[src/rtl/generador_sincronia.sv]
// generador_sincronia: VGA raster timing generator plus frame-synchronous
// colour configuration registers. The raster geometry and the clock divider
// are parameters. The defaults give 640x480@60 Hz from a 50 MHz clock.
// Every output comes straight from a flop. The flops are loaded from the
// next-state values, so each output matches the pixel_x/pixel_y shown in
// the same cycle.
module generador_sincronia #(
  parameter int unsigned DIV    = 2,
  parameter int unsigned H_VIS  = 640,
  parameter int unsigned H_FP   = 16,
  parameter int unsigned H_SYNC = 96,
  parameter int unsigned H_BP   = 48,
  parameter int unsigned V_VIS  = 480,
  parameter int unsigned V_FP   = 10,
  parameter int unsigned V_SYNC = 2,
  parameter int unsigned V_BP   = 33
) (
  input  logic       clk,
  input  logic       reset,
  input  logic       cargar,
  input  logic [2:0] ColorP_in,
  input  logic [2:0] ColorL_in,
  input  logic [7:0] ton_in,
  output logic       pix_tick,
  output logic [9:0] pixel_x,
  output logic [9:0] pixel_y,
  output logic       hsync,
  output logic       vsync,
  output logic       blank,
  output logic       frame_start,
  output logic [2:0] ColorP,
  output logic [2:0] ColorL,
  output logic [7:0] ton,
  output logic       pendiente
);

  // Divider width. It is at least one bit, so a DIV of 1 still elaborates.
  localparam int unsigned DW = (DIV > 1) ? $clog2(DIV) : 1;
  localparam logic [DW-1:0] DIV_LAST = DW'(DIV - 1);
  localparam logic [DW-1:0] DIV_ONE  = DW'(1);

  localparam int unsigned H_TOT = H_VIS + H_FP + H_SYNC + H_BP;
  localparam int unsigned V_TOT = V_VIS + V_FP + V_SYNC + V_BP;

  localparam logic [9:0] X_VIS    = 10'(H_VIS);
  localparam logic [9:0] X_LAST   = 10'(H_TOT - 1);
  localparam logic [9:0] HS_START = 10'(H_VIS + H_FP);
  localparam logic [9:0] HS_END   = 10'(H_VIS + H_FP + H_SYNC - 1);
  localparam logic [9:0] Y_VIS    = 10'(V_VIS);
  localparam logic [9:0] Y_LAST   = 10'(V_TOT - 1);
  localparam logic [9:0] VS_START = 10'(V_VIS + V_FP);
  localparam logic [9:0] VS_END   = 10'(V_VIS + V_FP + V_SYNC - 1);

  // Colour configuration after reset: black background, white text,
  // full tone.
  localparam logic [2:0] COLORP_RST = 3'b000;
  localparam logic [2:0] COLORL_RST = 3'b111;
  localparam logic [7:0] TON_RST    = 8'hFF;

  // Raster state.
  logic [DW-1:0] div_q, div_d;
  logic [9:0]    x_q, x_d;
  logic [9:0]    y_q, y_d;
  logic          pix_tick_q, pix_tick_d;
  logic          hsync_q, hsync_d;
  logic          vsync_q, vsync_d;
  logic          blank_q, blank_d;
  logic          frame_start_q, frame_start_d;

  // Configuration state: applied registers plus a shadow copy that waits
  // for the frame boundary.
  logic [2:0] colorp_q, colorp_d;
  logic [2:0] colorl_q, colorl_d;
  logic [7:0] ton_q, ton_d;
  logic [2:0] sh_colorp_q, sh_colorp_d;
  logic [2:0] sh_colorl_q, sh_colorl_d;
  logic [7:0] sh_ton_q, sh_ton_d;
  logic       pend_q, pend_d;

  // Next divider value and next pixel position.
  // The pixel position advances only on the edge that closes a pix_tick
  // cycle.
  always_comb begin
    div_d = div_q;
    x_d   = x_q;
    y_d   = y_q;
    if (div_q == DIV_LAST) begin
      div_d = '0;
    end else begin
      div_d = div_q + DIV_ONE;
    end
    if (pix_tick_q) begin
      if (x_q == X_LAST) begin
        x_d = 10'd0;
        if (y_q == Y_LAST) begin
          y_d = 10'd0;
        end else begin
          y_d = y_q + 10'd1;
        end
      end else begin
        x_d = x_q + 10'd1;
        y_d = y_q;
      end
    end else begin
      x_d = x_q;
      y_d = y_q;
    end
  end

  // Decode the sync, blank and frame strobes from the next position.
  // The registered copies then line up with the registered coordinates.
  always_comb begin
    pix_tick_d    = (div_d == DIV_LAST);
    blank_d       = (x_d >= X_VIS) | (y_d >= Y_VIS);
    hsync_d       = ~((x_d >= HS_START) & (x_d <= HS_END));
    vsync_d       = ~((y_d >= VS_START) & (y_d <= VS_END));
    frame_start_d = pix_tick_d & (x_d == X_LAST) & (y_d == Y_LAST);
  end

  // Next configuration state. At a frame boundary any pending shadow is
  // applied first. A capture in the same cycle then refills the shadow and
  // keeps the request pending.
  always_comb begin
    colorp_d    = colorp_q;
    colorl_d    = colorl_q;
    ton_d       = ton_q;
    sh_colorp_d = sh_colorp_q;
    sh_colorl_d = sh_colorl_q;
    sh_ton_d    = sh_ton_q;
    pend_d      = pend_q;
    if (frame_start_q && pend_q) begin
      colorp_d = sh_colorp_q;
      colorl_d = sh_colorl_q;
      ton_d    = sh_ton_q;
    end else begin
      colorp_d = colorp_q;
      colorl_d = colorl_q;
      ton_d    = ton_q;
    end
    if (cargar) begin
      sh_colorp_d = ColorP_in;
      sh_colorl_d = ColorL_in;
      sh_ton_d    = ton_in;
      pend_d      = 1'b1;
    end else if (frame_start_q) begin
      pend_d      = 1'b0;
    end else begin
      pend_d      = pend_q;
    end
  end

  // Raster registers with synchronous reset to pixel (0,0).
  always_ff @(posedge clk) begin
    if (reset) begin
      div_q         <= '0;
      x_q           <= 10'd0;
      y_q           <= 10'd0;
      pix_tick_q    <= 1'b0;
      hsync_q       <= 1'b1;
      vsync_q       <= 1'b1;
      blank_q       <= 1'b0;
      frame_start_q <= 1'b0;
    end else begin
      div_q         <= div_d;
      x_q           <= x_d;
      y_q           <= y_d;
      pix_tick_q    <= pix_tick_d;
      hsync_q       <= hsync_d;
      vsync_q       <= vsync_d;
      blank_q       <= blank_d;
      frame_start_q <= frame_start_d;
    end
  end

  // Configuration registers. Reset discards any pending request.
  always_ff @(posedge clk) begin
    if (reset) begin
      colorp_q    <= COLORP_RST;
      colorl_q    <= COLORL_RST;
      ton_q       <= TON_RST;
      sh_colorp_q <= COLORP_RST;
      sh_colorl_q <= COLORL_RST;
      sh_ton_q    <= TON_RST;
      pend_q      <= 1'b0;
    end else begin
      colorp_q    <= colorp_d;
      colorl_q    <= colorl_d;
      ton_q       <= ton_d;
      sh_colorp_q <= sh_colorp_d;
      sh_colorl_q <= sh_colorl_d;
      sh_ton_q    <= sh_ton_d;
      pend_q      <= pend_d;
    end
  end

  assign pix_tick    = pix_tick_q;
  assign pixel_x     = x_q;
  assign pixel_y     = y_q;
  assign hsync       = hsync_q;
  assign vsync       = vsync_q;
  assign blank       = blank_q;
  assign frame_start = frame_start_q;
  assign ColorP      = colorp_q;
  assign ColorL      = colorl_q;
  assign ton         = ton_q;
  assign pendiente   = pend_q;

endmodule

[config.mk]
export PLATFORM = sky130hd
export DESIGN_NAME = generador_sincronia
export DESIGN_NICKNAME = d
export VERILOG_FILES = /design/src/rtl/generador_sincronia.sv
export SDC_FILE = /design/constraint.sdc
export NUM_CORES = 1
export LEC_CHECK = 0
export BUFFER_PORTS_ARGS = -buffer_cell sky130_fd_sc_hd__buf_4
export CORE_ASPECT_RATIO = 0.9
export CORE_MARGIN = 2
export CORE_UTILIZATION = 38
export CTS_CLUSTER_SIZE = 8
export DETAILED_ROUTE_END_ITERATION = 8
export PLACE_DENSITY = 0.71
export SKIP_CTS_REPAIR_TIMING = 1
export SYNTH_ARGS = -nofsm -noshare
export SYNTH_HDL_FRONTEND = slang
export SYNTH_SLANG_ARGS = --single-unit
[constraint.sdc]
create_clock -name clk -period 2.55 [get_ports clk]
set_input_delay 0.255 -clock clk [delete_from_list [all_inputs] [get_ports clk]]
set_output_delay 0.255 -clock clk [all_outputs]
set_load 0.02 [all_outputs]
==> results of run 1 <==
per-layer routing:
layer	part of all wire (%)	GRT usage, %	vias to the layer above
li1	-	-	1175
met1	47	25.0	1180
met2	46	26.1	87
met3	5.9	3.27	6
met4	1.2	5.02	0
met5	0	0	-
worst max-delay path: stages, from the launching register on:
cell and delay, ns:
dfxtp_1 0.45, ha_1 0.26, and3_2 0.34, nand3_1 0.11, or4b_4 0.57, a211oi_2 0.32, nand4_1 0.13
cell families (layout without fill, tap and decap cells):
group | count (synthesis) | count (layout) | share of synthesized area (%)
compound gates | 66 | 66 | 18.6
xor+xnor | 12 | 12 | 3.95
fa+ha+maj | 3 | 3 | 1.41
buf+inv | 32 | 76 | 5.27
flops | 54 | 54 | 40.7
mux | 6 | 6 | 2.31
simple gates | 122 | 122 | 27.8
per-stage QoR:
stage	setup WS, ns	utilization [%]	cell area, µm²	instances
floorplan	0.470	-	2660	295
global placement	0.357	46.6	3120	421
detailed placement	0.223	46.6	3120	421
CTS	0.166	48.4	3240	429
global route	0.104	48.4	3240	429
finish	0.255	48.4	3240	429
final timing paths:
| check | endpoint | slack [ns] | cells after the start |
|---|---|---|---|
| worst max-delay path | vsync | 0.26 | 6 |
| worst min-delay path | sh_ton_q[7] | 0.15 | 2 |
| worst max register to register | vsync | 0.26 | 6 |
| worst min register to register | ColorL[0] | 0.48 | 1 |
final cells by class:
class	count	area, µm²
tap	90	113
multi-input combinational	209	1440
timing repair buffer	61	458
sequential	54	1080
inverter	7	26.3
fill	650	3450
clock buffer	6	82.6
clock inverter	2	38.8
sequential cells by signal, summed over array words and instances, names as in the netlist:
register,cells
pixel_x,10
pixel_y,10
sh_ton_q,8
ton,8
ColorL,3
ColorP,3
sh_colorl_q,3
sh_colorp_q,3
blank,1
frame_start,1
hsync,1
pendiente,1
pix_tick,1
vsync,1
layout by cell type (no fill, tap or decap), types with 4 or more instances in the layout:
master    Yosys  layout
buf_4         1      61
dfxtp_1      54      54
a211o_1      26      26
nor2_1       17      17
and3_1       16      15
a21oi_1      14      14
nand3_1      13      13
nor3_1       12      12
nand2_1      12      12
nor2b_1      11      11
nand4_1       8       8
inv_1         7       7
o21ai_0       7       7
xnor2_1       6       6
xor2_1        6       6
clkbuf_8      0       6
mux2i_1       5       5
and4_1        4       4
or2_2         4       4
power by group through the flow:
stage	Combinational [mW]	Clock (mW)	Sequential (mW)
after floorplan	0.0512	0	0.899
after global placement	0.0892	0	0.899
after detailed placement	0.0889	0	0.901
after CTS	0.0899	0.627	0.882
after global routing	0.0983	0.656	0.886
final	0.0886	0.611	0.882
==> results.py, run 1 <==
metrics = {
    "pwr": {
        "pwr-share-seq_pct": 55.8,
        "vdd_drop_max_mv": 0.218,
        "p_int_mw": 1.23,
        "design_power_total_mw": 1.58,
        "p_leak_nw": 1.33,
        "pwr-share-clk_pct": 38.6,
        "pwr_density_cell_nw_per_um2": 488,
        "pwr-share-comb_pct": 5.6,
        "p_sw_share_pct": 22.1,
        "netSwitchingPower_mw": 0.350,
    },
    "drt": {
        "drc": 0,
        "drt_iter0_drc": 200,
        "wirelength_um": 6650,
        "ant_nets": 0,
        "vias": 2448,
        "wire_per_inst_um": 15.5,
        "firstDrtPassIters": 5,
        "viasPerCell": 5.71,
    },
    "timing": {
        "setup_viol": 0,
        "min_period_over_period_pct": 90.0,
        "fmax_mhz": 436,
        "worst_slew_pin_slew_ns": 0.589,
        "min_period_ns": 2.29,
        "hold_slack_ns": 0.145,
        "finClkSkew_ns": 0.00765,
        "grt_setup_unrepaired": "no",
        "relSlewSlack_pct": 60.7,
        "drv_slew": 0,
        "hold_viol": 0,
        "tns_ns": 0,
    },
    "synth": {
        "avgSynthCellArea_um2": 9.01,
        "synth_common_cells": "dfxtp_1 (54), a211o_1 (26), nor2_1 (17)",
        "yosys_register_bits": 54,
        "synth_cells": 295,
        "synth.most_common_cell": "dfxtp_1",
        "synth_warnings": 0,
        "yosysSeqAreaShare_pct": 40.7,
        "yosys-top-cells-area": "dfxtp_1 (41%), a211o_1 (8.6%), and3_1 (3.8%)",
        "netlist_area_um2": 2660,
        "synth_top_area_cell": "dfxtp_1",
        "synth.distinct_cells": 53,
        "synth_top_area_share_pct": 40.7,
        "synth_nets": 315,
        "synth_edf_count": 0,
        "async_flop_share_pct": 0,
        "ys.flop_type": "dfxtp_1",
    },
    "critical_path": {
        "worstPathMaxFanout": 12,
        "critical_path.endpoint_type": "register",
        "worstPathRequired_ns": 2.73,
        "cp_data_arrival_time_ns": 2.48,
        "worst_setup_path_start_kind": "register",
        "startpoint": "pixel_x[1]",
        "worstSetupPathType": "reg2reg",
        "reg2reg_from": "pixel_x[1]",
    },
    "layout": {
        "num_antenna_cells": 0,
        "layout-drive-gt1-share_pct": 24.5,
        "finalNetCount": 358,
        "area_growth_pct": 21.8,
    },
    "cts": {
        "tritoncts": "yes",
        "cts_root_buf": "clkbuf_8",
        "numClockSinks": 54,
        "htree_levels": 2,
        "cts.clk_slew.worst_paths_ns": 0.10,
        "cts_buffer_depth": 2,
        "clk_latency_ns": 0.31,
        "cts_made_buffers": 5,
    },
    "floorplan": {
        "die_area_um2": 7680,
        "initial_core_util_pct": 39.7,
        "die_x_um": 92.2,
        "rows": 28,
        "core_area_um2": 6690,
        "ios": 57,
        "chipHeight_um": 83.4,
    },
    "placed_design": {
        "hpwl_um": 4470,
        "gp_congestion": 0.866,
        "portBuffers": 56,
    },
    "flow_run": {
        "max_cap_viol_count": 0,
    },
    "global_route": {
        "grt_pass1_vias": 2175,
        "antenna_found_initial": 0,
        "grt_max_degree": 50,
        "grt_pass1_wl_um": 11000,
        "grt_remaining_overflow": 0,
        "grt_use_total_pct": 17.3,
    },
    "worst_hold_path": {
        "hold_start": "ton_in[7]",
        "hold_path_class": "in2reg",
    },
    "outcome": {
        "outcome": "finished, final reports clean",
    },
}
No activity file was read; power rests on OpenSTA's default activity.
==> run 2: changes to the inputs <==
--- a/config.mk
+++ b/config.mk
@@ -6,13 +6,13 @@
 export NUM_CORES = 1
 export LEC_CHECK = 0
 export BUFFER_PORTS_ARGS = -buffer_cell sky130_fd_sc_hd__buf_4
-export CORE_ASPECT_RATIO = 0.9
 export CORE_MARGIN = 2
 export CORE_UTILIZATION = 38
 export CTS_CLUSTER_SIZE = 8
 export DETAILED_ROUTE_END_ITERATION = 8
 export PLACE_DENSITY = 0.71
 export SKIP_CTS_REPAIR_TIMING = 1
+export SLEW_MARGIN = 20
 export SYNTH_ARGS = -nofsm -noshare
 export SYNTH_HDL_FRONTEND = slang
 export SYNTH_SLANG_ARGS = --single-unit
==> run 2 against run 1 <==
Net effect:
- clock-buffer cell count down 1
- die area about the same
- routed wire length down 4.0%
- critical path depth up 1
- highest routed layer unchanged
- combinational power down 0.8%
- setup slack worse by 0.020 ns
- first-iteration DRC count down 18%
==> results.py, run 2 (synthesis gave the netlist of run 1 again) <==
metrics = {
    "floorplan": {
        "core_area_um2": 6790,
        "initial_core_util_pct": 39.1,
        "die_x_um": 87.6,
        "chipHeight_um": 87.6,
        "die_area_um2": 7680,
        "rows": 30,
        "ios": 57,
    },
    "global_route": {
        "grt_util_met1_pct": 23.8,
        "grt_max_degree": 50,
        "grtUsageMet2_pct": 24.8,
        "grt_remaining_overflow": 0,
        "grt_use_met3_pct": 4.15,
        "grt_use_total_pct": 16.7,
        "grt_pass1_wl_um": 10200,
        "grt_busiest_layer": "met2",
        "grt_pass1_vias": 2055,
        "antenna_found_initial": 0,
    },
    "cts": {
        "htree_levels": 2,
        "cts.clk_slew.worst_paths_ns": 0.10,
        "clk_latency_ns": 0.31,
        "cts_root_buf": "clkbuf_8",
        "tritoncts": "yes",
        "cts_made_buffers": 5,
        "numClockSinks": 54,
        "cts_buffer_depth": 2,
    },
    "critical_path": {
        "reg2reg_slack_ns": 0.24,
        "crit_path_end": "blank",
        "worstPathRequired_ns": 2.76,
        "r2r-end": "blank",
        "worstPathMaxFanout": 12,
        "startpoint": "pixel_x[1]",
        "reg2reg_depth": 7,
        "path_cells": "ha_1, and3_1, and3_1, buf_4, a211o_1, a21oi_1, a211o_1",
        "critical_path.endpoint_type": "register",
        "worst_setup_path_start_kind": "register",
        "slowest_delay_ns": 0.44,
        "worstSetupPathType": "reg2reg",
        "cp_data_arrival_time_ns": 2.53,
        "reg2reg_from": "pixel_x[1]",
        "slowest_stage": "and3_1",
    },
    "timing": {
        "worst_slew_pin_slew_ns": 0.560,
        "min_period_ns": 2.31,
        "fmax_mhz": 432,
        "hold_slack_ns": 0.140,
        "grt_setup_unrepaired": "no",
        "hold_viol": 0,
        "tns_ns": 0,
        "finClkSkew_ns": 0.0102,
        "drv_slew": 0,
        "min_period_over_period_pct": 90.8,
        "setup_viol": 0,
        "relSlewSlack_pct": 62.6,
    },
    "worst_hold_path": {
        "hold_path_class": "in2reg",
    },
    "placed_design": {
        "dp_cells": 429,
        "portBuffers": 56,
        "hpwl_um": 4380,
        "gp_congestion": 0.864,
    },
    "drt": {
        "drc": 0,
        "vias": 2363,
        "wire_per_inst_um": 14.6,
        "ant_nets": 0,
        "drt_iter0_drc": 165,
        "firstDrtPassIters": 4,
        "wirelength_um": 6380,
        "viasPerCell": 5.41,
    },
    "layout": {
        "layout-drive-gt1-share_pct": 24.6,
        "layout.cells.non_filler": 437,
        "num_antenna_cells": 0,
        "area_growth_pct": 22.4,
        "num-fill-cells": 642,
        "final_common_cell": "buf_4",
        "layout_common_cells": "buf_4 (63), dfxtp_1 (54), a211o_1 (26)",
        "finalNetCount": 360,
    },
    "pwr": {
        "pwr-share-comb_pct": 5.6,
        "p_int_mw": 1.21,
        "netSwitchingPower_mw": 0.361,
        "vdd_drop_max_mv": 0.275,
        "pwr_density_cell_nw_per_um2": 482,
        "pwr-share-seq_pct": 56.2,
        "p_leak_nw": 1.34,
        "p_sw_share_pct": 23.1,
        "pwr-share-clk_pct": 38.2,
    },
    "flow_run": {
        "max_cap_viol_count": 0,
    },
    "outcome": {
        "outcome": "finished, final reports clean",
    },
}
run 2: per-layer routing:
layer | part of all wire [%] | routed length, µm
met5 | 0 | 0
met3 | 4.8 | 304
met4 | 1.2 | 76
met2 | 46 | 2930
met1 | 48 | 3080
run 2: worst max-delay path, delay by kind of cell, from the launching register on:
kind,cells,cell delay [ns]
AOI/OAI and AO/OA,3,0.45
adders and majority gates,1,0.24
buffers and inverters,1,0.21
DFF,1,0.43
and+or+nand+nor,2,0.88
run 2: through the flow:
stage                     cell area [µm²]  total power, mW  utilization [%]  worst slack (ns)
after floorplan                      2660            0.950                -             0.470
after global routing                 3250             1.64             47.9           0.00985
after global placement               3140            0.987             46.2             0.343
after CTS                            3250             1.59             47.9             0.234
final                                3250             1.57             47.9             0.235
after detailed placement             3140            0.989             46.2             0.266
run 2: worst min-delay path by stage:
stage            startpoint              to  slack [ns]  depth (start not counted)
3_5_place_dp      ColorL[0]       ColorL[0]        0.45                          1
5_1_grt           ton_in[5]     sh_ton_q[5]        0.12                          2
3_3_place_gp      ColorP[1]       ColorP[1]        0.45                          2
4_1_cts        ColorL_in[0]  sh_colorl_q[0]        0.12                          2
2_1_floorplan         reset      pixel_x[4]        0.34                          1
6_report       ColorL_in[0]  sh_colorl_q[0]        0.14                          2
run 2: final cells by class:
class / instances / area, µm² / area share, %
Clock buffer: 5 / 68.8 / 2.11
Clock inverter: 3 / 47.5 / 1.46
Inverter: 7 / 26.3 / 0.807
Multi-Input combinational cell: 209 / 1440 / 44.2
Sequential cell: 54 / 1080 / 33.2
Tap cell: 96 / 120 / 3.69
Timing Repair Buffer: 63 / 473 / 14.5
run 2: power by group through the flow:
stage / clock network, mW / logic [mW] / registers (mW)
after detailed placement: 0 / 0.0886 / 0.901
after CTS: 0.622 / 0.0891 / 0.881
final: 0.598 / 0.0879 / 0.881
after global placement: 0 / 0.0878 / 0.899
after global routing: 0.656 / 0.0956 / 0.885
after floorplan: 0 / 0.0512 / 0.899
==> run 3: changes to the inputs <==
--- a/config.mk
+++ b/config.mk
@@ -10,8 +10,9 @@
 export CORE_UTILIZATION = 38
 export CTS_CLUSTER_SIZE = 8
 export DETAILED_ROUTE_END_ITERATION = 8
-export PLACE_DENSITY = 0.71
+export PLACE_DENSITY = 0.73
 export SKIP_CTS_REPAIR_TIMING = 1
+export SKIP_LAST_GASP = 1
 export SLEW_MARGIN = 20
 export SYNTH_ARGS = -nofsm -noshare
 export SYNTH_HDL_FRONTEND = slang
==> constraint.sdc (replaced) <==
create_clock -name clk -period 2.1 [get_ports clk]
set_input_delay 0.21 -clock clk [delete_from_list [all_inputs] [get_ports clk]]
set_output_delay 0.21 -clock clk [all_outputs]
set_load 0.02 [all_outputs]
==> run 3 against run 2 <==
Net effect:
- sequential power increased by 21%
- final cell count rose by 5.0%
- global-route usage is 1.4 points higher
- sequential share of layout area decreased by 1.9 points
- routed wire length up 8.2%
- hold slack got worse by 0.038 ns
- critical path type unchanged
- highest routed layer unchanged
==> results.py, run 3 (synthesis gave the netlist of run 1 again) <==
metrics = {
    "outcome": {
        "outcome": "finished, final reports clean",
    },
    "floorplan": {
        "ios": 57,
        "chipHeight_um": 87.6,
        "core_area_um2": 6790,
        "rows": 30,
        "initial_core_util_pct": 39.1,
        "die_area_um2": 7680,
        "die_x_um": 87.6,
    },
    "timing": {
        "drv_slew": 0,
        "finClkSkew_ns": 0.00403,
        "setup_viol": 0,
        "hold_viol": 0,
        "min_period_over_period_pct": 95.7,
        "fin_ws_ns": 0.0911,
        "min_period_ns": 2.01,
        "fmax_mhz": 498,
        "hold_slack_ns": 0.102,
        "worst_slew_pin_slew_ns": 0.510,
        "relSlewSlack_pct": 66.0,
        "grt_setup_unrepaired": "yes",
    },
    "global_route": {
        "grt_max_degree": 50,
        "grt_use_total_pct": 18.1,
        "grt_remaining_overflow": 0,
        "grt_pass1_vias": 2306,
        "antenna_found_initial": 0,
        "grt_pass1_wl_um": 11000,
    },
    "critical_path": {
        "worstSetupPathType": "reg2reg",
        "worst_setup_path_start_kind": "register",
        "critical_path.endpoint_type": "register",
        "cp_data_arrival_time_ns": 2.21,
        "worstPathRequired_ns": 2.30,
        "reg2reg_depth": 5,
        "worstPathMaxFanout": 6,
    },
    "cts": {
        "cts_made_buffers": 5,
        "tritoncts": "yes",
        "clk_latency_ns": 0.30,
        "cts_root_buf": "clkbuf_8",
        "cts_buffer_depth": 2,
        "cts.clk_slew.worst_paths_ns": 0.10,
        "htree_levels": 2,
        "numClockSinks": 54,
    },
    "pwr": {
        "p_int_mw": 1.47,
        "p_sw_share_pct": 22.5,
        "p_leak_nw": 1.45,
        "pwr-share-seq_pct": 56.1,
        "pwr_density_cell_nw_per_um2": 550,
        "vdd_drop_max_mv": 0.365,
        "pwr-share-comb_pct": 6.2,
        "pwr-share-clk_pct": 37.7,
        "netSwitchingPower_mw": 0.428,
    },
    "layout": {
        "num_antenna_cells": 0,
        "area_growth_pct": 30.0,
        "utilization_pct": 50.9,
        "layout-drive-gt1-share_pct": 31.4,
        "finalNetCount": 382,
        "layout_common_cells": "buf_4 (85), dfxtp_1 (52), a211o_1 (26)",
        "final_common_cell": "buf_4",
        "layout.cells.non_filler": 459,
    },
    "placed_design": {
        "dp_cells": 451,
        "hpwl_um": 5010,
        "portBuffers": 56,
        "gp_congestion": 0.937,
        "dp_slack_ns": 0.0478,
    },
    "worst_hold_path": {
        "hold_depth": 2,
        "hold_path_class": "in2reg",
    },
    "drt": {
        "vias": 2522,
        "ant_nets": 0,
        "drc": 0,
        "wire_per_inst_um": 15.0,
        "drt_iter0_drc": 251,
        "viasPerCell": 5.49,
        "firstDrtPassIters": 5,
        "wirelength_um": 6900,
    },
    "flow_run": {
        "max_cap_viol_count": 0,
    },
}
[run 3: per-layer routing]
layer	share of wire, %	wire length [µm]	up-vias	track usage (%)
li1	-	-	1226	-
met1	44	3030	1202	24.1
met2	49	3400	84	29.3
met3	5.6	385	10	4.24
met4	1.2	85	0	5.03
met5	0	0	-	0
[run 3: worst paths after layout]
path	start	end	slack [ns]
max	pixel_x[2]	hsync	0.09
min	ton_in[6]	sh_ton_q[6]	0.10
max reg2reg	pixel_x[2]	hsync	0.09
min reg2reg	ColorP[1]	ColorP[1]	0.47
[run 3: power groups by stage]
stage / Sequential (mW) / Clock (mW) / Combinational [mW]
after detailed placement: 1.09 / 0 / 0.120
after floorplan: 1.09 / 0 / 0.0622
after CTS: 1.07 / 0.742 / 0.120
after global placement: 1.09 / 0 / 0.117
after global routing: 1.07 / 0.789 / 0.128
final: 1.07 / 0.717 / 0.118
[run 3: critical path, cell delays in order (launching register included)]
cell	delay, ns
dfxtp_1	0.47
nand4_2	0.18
or4_1	0.50
a211o_1	0.34
nand4b_1	0.19
a211o_1	0.24
[run 3: layout make-up]
cell class | count | area, µm²
fill | 651 | 3340
multi-input combinational | 209 | 1470
sequential | 54 | 1080
timing repair buffer | 85 | 638
tap | 96 | 120
clock buffer | 5 | 68.8
clock inverter | 3 | 47.5
inverter | 7 | 26.3
[run 3: stage by stage]
step,instance area [µm²],total power [mW],setup TNS (ns)
finish,3460,1.90,0
global placement,3300,1.21,0
detailed placement,3300,1.21,0
floorplan,2660,1.15,0
CTS,3420,1.93,-0.000355
global route,3460,1.99,-0.0129
